`src/rtl/button_conditioner_pkg.sv`:
```
// Shared helpers for the button conditioner: counter sizing.
package button_conditioner_pkg;

   // Bits needed to hold 0..terminal without wrapping; never less than 1.
   function automatic int unsigned cnt_width(input int unsigned terminal);
      return (terminal < 1) ? 1 : $clog2(terminal + 1);
   endfunction

endpackage

```
`src/rtl/sync2.sv`:
```
// Two-flop synchronizer for one asynchronous input bit, reset to 0.
module sync2 (
   input  logic clk,
   input  logic reset,
   input  logic d,
   output logic q
);

   logic meta;

   // First flop absorbs metastability; only the second flop is used downstream.
   always_ff @(posedge clk) begin
      if (reset) begin
         meta <= 1'b0;
         q    <= 1'b0;
      end else begin
         meta <= d;
         q    <= meta;
      end
   end

endmodule

```
`src/rtl/button_conditioner.sv`:
```
// Push-button conditioner: synchronize, debounce, edge pulses and auto-repeat step.
// The release pulse is named release_pulse because "release" is a reserved word.
module button_conditioner
   import button_conditioner_pkg::*;
#(
   parameter int unsigned DEBOUNCE_CYCLES = 6000,
   parameter int unsigned REPEAT_DELAY    = 300000,
   parameter int unsigned REPEAT_RATE     = 60000
) (
   input  logic clk,
   input  logic reset,
   input  logic btn,
   output logic pressed,
   output logic press,
   output logic release_pulse,
   output logic step
);

   localparam int unsigned DB_W   = cnt_width(DEBOUNCE_CYCLES);
   localparam int unsigned RP_MAX = (REPEAT_DELAY > REPEAT_RATE) ? REPEAT_DELAY : REPEAT_RATE;
   localparam int unsigned RP_W   = cnt_width(RP_MAX);

   localparam logic [DB_W-1:0] DB_LAST  = DB_W'(DEBOUNCE_CYCLES - 1);
   localparam logic [RP_W-1:0] RP_DELAY = RP_W'(REPEAT_DELAY);
   localparam logic [RP_W-1:0] RP_RATE  = RP_W'(REPEAT_RATE);
   localparam logic [RP_W-1:0] RP_ONE   = RP_W'(1);

   typedef enum logic [1:0] {
      IDLE   = 2'd0,
      DELAY  = 2'd1,
      REPEAT = 2'd2
   } rep_state_t;

   logic            sync;
   logic [DB_W-1:0] db_cnt;
   logic            db_hit_c;
   logic            rise_c;
   logic            fall_c;

   rep_state_t      state;
   rep_state_t      state_nxt;
   logic [RP_W-1:0] rep_cnt;
   logic [RP_W-1:0] rep_cnt_nxt;
   logic            step_nxt;

   sync2 u_sync (
      .clk   (clk),
      .reset (reset),
      .d     (btn),
      .q     (sync)
   );

   // Debounced level flips on the sample that would bring the count to its terminal value.
   assign db_hit_c = (sync != pressed) && (db_cnt == DB_LAST);
   assign rise_c   = db_hit_c & ~pressed;
   assign fall_c   = db_hit_c & pressed;

   // Debounce counter, debounced level and the registered edge pulses.
   always_ff @(posedge clk) begin
      if (reset) begin
         db_cnt        <= '0;
         pressed       <= 1'b0;
         press         <= 1'b0;
         release_pulse <= 1'b0;
      end else begin
         if ((sync == pressed) || db_hit_c) begin
            db_cnt <= '0;
         end else begin
            db_cnt <= db_cnt + DB_W'(1);
         end
         if (db_hit_c) begin
            pressed <= ~pressed;
         end
         press         <= rise_c;
         release_pulse <= fall_c;
      end
   end

   // Repeat FSM state, down-counter and step register.
   always_ff @(posedge clk) begin
      if (reset) begin
         state   <= IDLE;
         rep_cnt <= '0;
         step    <= 1'b0;
      end else begin
         state   <= state_nxt;
         rep_cnt <= rep_cnt_nxt;
         step    <= step_nxt;
      end
   end

   // Next state: release overrides everything, including a same-edge repeat expiry.
   always_comb begin
      state_nxt   = state;
      rep_cnt_nxt = rep_cnt;
      step_nxt    = 1'b0;
      if (fall_c) begin
         state_nxt   = IDLE;
         rep_cnt_nxt = '0;
      end else begin
         case (state)
            IDLE: begin
               if (rise_c) begin
                  step_nxt    = 1'b1;
                  rep_cnt_nxt = RP_DELAY;
                  state_nxt   = DELAY;
               end
            end
            DELAY, REPEAT: begin
               if (rep_cnt <= RP_ONE) begin
                  step_nxt    = 1'b1;
                  rep_cnt_nxt = RP_RATE;
                  state_nxt   = REPEAT;
               end else begin
                  rep_cnt_nxt = rep_cnt - RP_ONE;
               end
            end
            default: begin
               state_nxt   = IDLE;
               rep_cnt_nxt = '0;
            end
         endcase
      end
   end

endmodule

```
`config.mk`:
```
export PLATFORM = sky130hd
export DESIGN_NAME = button_conditioner
export DESIGN_NICKNAME = d
export VERILOG_FILES = /design/src/rtl/button_conditioner_pkg.sv /design/src/rtl/sync2.sv /design/src/rtl/button_conditioner.sv
export SDC_FILE = /design/constraint.sdc
export NUM_CORES = 1
export LEC_CHECK = 0
export BUFFER_PORTS_ARGS = -buffer_cell sky130_fd_sc_hd__buf_2
export CAP_MARGIN = 20
export CORE_ASPECT_RATIO = 0.75
export CORE_MARGIN = 4
export CORE_UTILIZATION = 55
export DETAILED_ROUTE_END_ITERATION = 10
export PLACE_DENSITY_LB_ADDON = 0.08
export SYNTH_ARGS = -nofsm -noshare
export SYNTH_HDL_FRONTEND = slang
export SYNTH_SLANG_ARGS = --single-unit
```
`constraint.sdc`:
```
create_clock -name clk -period 3.8 [get_ports clk]
set_clock_uncertainty 0.15 [all_clocks]
set_input_delay 0.57 -clock clk [delete_from_list [all_inputs] [get_ports clk]]
set_output_delay 0.57 -clock clk [all_outputs]
set_load 0.03 [all_outputs]
```
==> metrics list <==
* Status: completed
* DRT Pass-1 Iters: 5
- Seq cells post-synth: 40
- The final layout contains 258 nets.
- Number of remaining DRC errors: 0
- Setup repair after global routing left no endpoint under its margin.
- In this run the clock root is driven by a clkbuf_8.
- The cell count after synthesis came out at 246.
- Number of buffers created by CTS: 5
- Register area share after synthesis: 36.93%
- The die is 80.50 um wide.
- The via count of the first global-routing pass came to 1613.
- The worst pin sits at a relative slew slack of 37.52%.
- Core occupancy in the finished layout: between 60% and 70%
- No sink is reached through more buffers than the 2 on the longest clock path.
- Synth Cell Area: 0.002168 mm2
- Cell type with the highest aggregate area in the netlist: dfxtp_1
- Port buffering added 6 buffers.
- Peak VDD IR: 0.0002477 V
- Final Wtd Congestion: 0.9191
- Max-Cap Viols: 0
* Leakage component of the power: 0.8936 nW
- Combined global-route utilization of all metal layers: 19.53%
- Of the cells placed in the final design, the portion with a size suffix greater than 1 is 13.20%.
* Overflow left after global routing: 0
- The min-delay analysis places its worst path in the category reg -> reg.
- Vias/cell: ~6.0
- In this run the number of H-tree levels came out at 2.
- Pwr/cell area: between 300 and 400 mW/mm2
* Proportion of netlist area held by the largest area contributor: 36.93%
- Crit-path leading delay family: simple AND/OR/NAND/NOR gates
- Floorplan row count: 19
- Antenna-violating nets left: 0
- Number of setup buffers added after CTS: 0
- Entering global routing, the biggest net connects 18 pins.
- For this run, the slowest stage of the critical path takes 830 ps.
* Crit-path max FO: 11
- Hold Violations, Final: 0
* Clk Latency, worst-skew pair: 300 ps
- The core region is approximately 0.0037 mm2.
- Clock-pin slew was measured on the worst setup and hold paths at approximately 80 ps.
- In the post-synthesis netlist, the biggest area contributors are dfxtp_1 (37%), xnor2_1 (5.3%), nor2_1 (4.8%), ha_1 (3.5%), nand3_1 (3.5%).
- Post-CTS Hold Buffers: 0
- The number of antenna violations at the first check in global routing came to 0.
- 0 antenna diodes ended up in the layout.
- Synthesized area divided by synthesized cell count: 8.814 um2
- Minimum clock period after layout: around 2500 ps
- The number of gates resized after CTS was 0.
- Setup TNS: 0 ps
* Top flip-flop cell by instance count after synthesis: dfxtp_1
- Required time at the worst-slack endpoint: 3880 ps
* Avg WL per Cell: 15.33 um
* Total half-perimeter wirelength after legalization and detailed placement: around 3.3 mm
- The final-report max-slew violation count was 0.
* Die area: 0.005021 mm2
- The first global-routing pass estimated 7.790 mm of wire.
- Final critical-path share of the clock period: 65.93%
* Total clock sinks: 40
- Overall routed net length: 4.629 mm
- In this run the vertical extent of the chip is between 60 and 70 um.
- The final route contains 1821 vias.
- Arrival time of data at the critical path endpoint: ~2600 ps
* Starting utilization of the core area: 58.10%
- Library cells used by synthesis: 53
- Worst Tran Pin Value: 929.4 ps
- The worst setup path is launched from a flip-flop.
- In this run, synthesis inferred 0 flip-flops with an integrated enable.
- Crit-path cells: nor4_2 -> nand4_1 -> or2_0 -> a21oi_2 -> mux2i_1
- TritonCTS clock tree: yes
* Max Fclk: approximately 0.40 GHz
- Critical path endpoint category: flip-flop
* Crit path buf inv count: 0
* Syn_nets: about 260
* Number of endpoints failing setup at the final stage: 0
- Top Ports: 7
- Class of the most critical setup path: reg -> reg
- The first routing iteration left 274 violations.
- For this run, the number of Yosys warnings is 0.
- After synthesis, the share of flip-flops with an asynchronous set or reset is 0%.
- In the post-synthesis netlist, the cell with the most instances is dfxtp_1.
- The slowest stage of the critical path belongs to the cell nor4_2.
- Synth cell count leaders: dfxtp_1 (40), nor2_1 (28), nand2_1 (17)
* Signed area change from the synthesized netlist to the final layout: 6.578%
==> per-stage QoR <==
stage | setup WS, ps | cells | power [mW] | cell area (um2) | hold slack [ps]
finish | 1295 | 302 | 0.7853 | 2311 | 291.1
global route | 1116 | 302 | 0.8120 | 2311 | 323.0
CTS | 1334 | 302 | 0.7894 | 2311 | 293.7
global placement | 1337 | 294 | 0.4434 | 2200 | 272.2
detailed placement | 1363 | 294 | 0.4433 | 2200 | 274.5
floorplan | 1890 | 246 | 0.4391 | 2168 | 263.2
==> where the power goes <==
part / switching [mW] / internal (mW) / total, mW
logic: 0.00867 / 0.00409 / 0.0128
registers: 0.000737 / 0.420 / 0.421
clock network: 0.158 / 0.194 / 0.352
==> final cells by class <==
type	count	area, um2
Fill cell	329	1421
Timing Repair Buffer	7	37.54
Clock inverter	3	42.54
Inverter	10	37.54
Multi-Input combinational cell	185	1259
Sequential cell	40	800.8
Tap cell	52	65.06
Clock buffer	5	68.82
==> placed cells by master, fill, tap and decap left out, types with 5 or more instances in the layout <==
cell type | synthesis | layout
dfxtp_1 | 40 | 40
nor2_1 | 28 | 28
nand2_1 | 17 | 17
nand3_1 | 15 | 15
xnor2_1 | 13 | 13
a21oi_1 | 12 | 12
inv_1 | 10 | 10
and3_1 | 9 | 9
nor3_1 | 9 | 9
xor2_1 | 6 | 6
ha_1 | 6 | 6
buf_2 | 3 | 6
nand4_1 | 5 | 5
clkbuf_8 | 0 | 5
==> routing by layer <==
layer | up-vias | global-route usage [%] | routed length, um
met5 | - | 0 | 0
li1 | 897 | - | -
met3 | 11 | 6.052 | 338
met2 | 73 | 24.17 | 1776
met1 | 840 | 30.93 | 2444
met4 | 0 | 6.540 | 70
==> registers in the layout, indices dropped and copies added (netlist names) <==
name and flops:
pressed 1, db_cnt 13, u_sync.meta 1, step 1
u_sync.q 1, state 2, rep_cnt 19, press 1
release_pulse 1
==> cells by family after synthesis <==
logic type               share of synthesized area [%]
AO/OA/AOI/OAI                                    16.79
XOR/XNOR                                         7.675
adder cells (fa/ha/maj)                          3.462
buffers and inverters                            5.020
flip-flops                                       36.93
multiplexers                                    0.4616
AND/OR/NAND/NOR                                  29.66
==> path summary, 6_finish.rpt <==
kind,slack (ps),cells past startpoint,to,start
worst max register to register,1290,5,state[0],rep_cnt[5]
worst max-delay path,1290,5,state[0],rep_cnt[5]
worst min register to register,290,1,u_sync.q,u_sync.meta
worst min-delay path,290,1,u_sync.q,u_sync.meta
(Power assumes the default switching activity.)
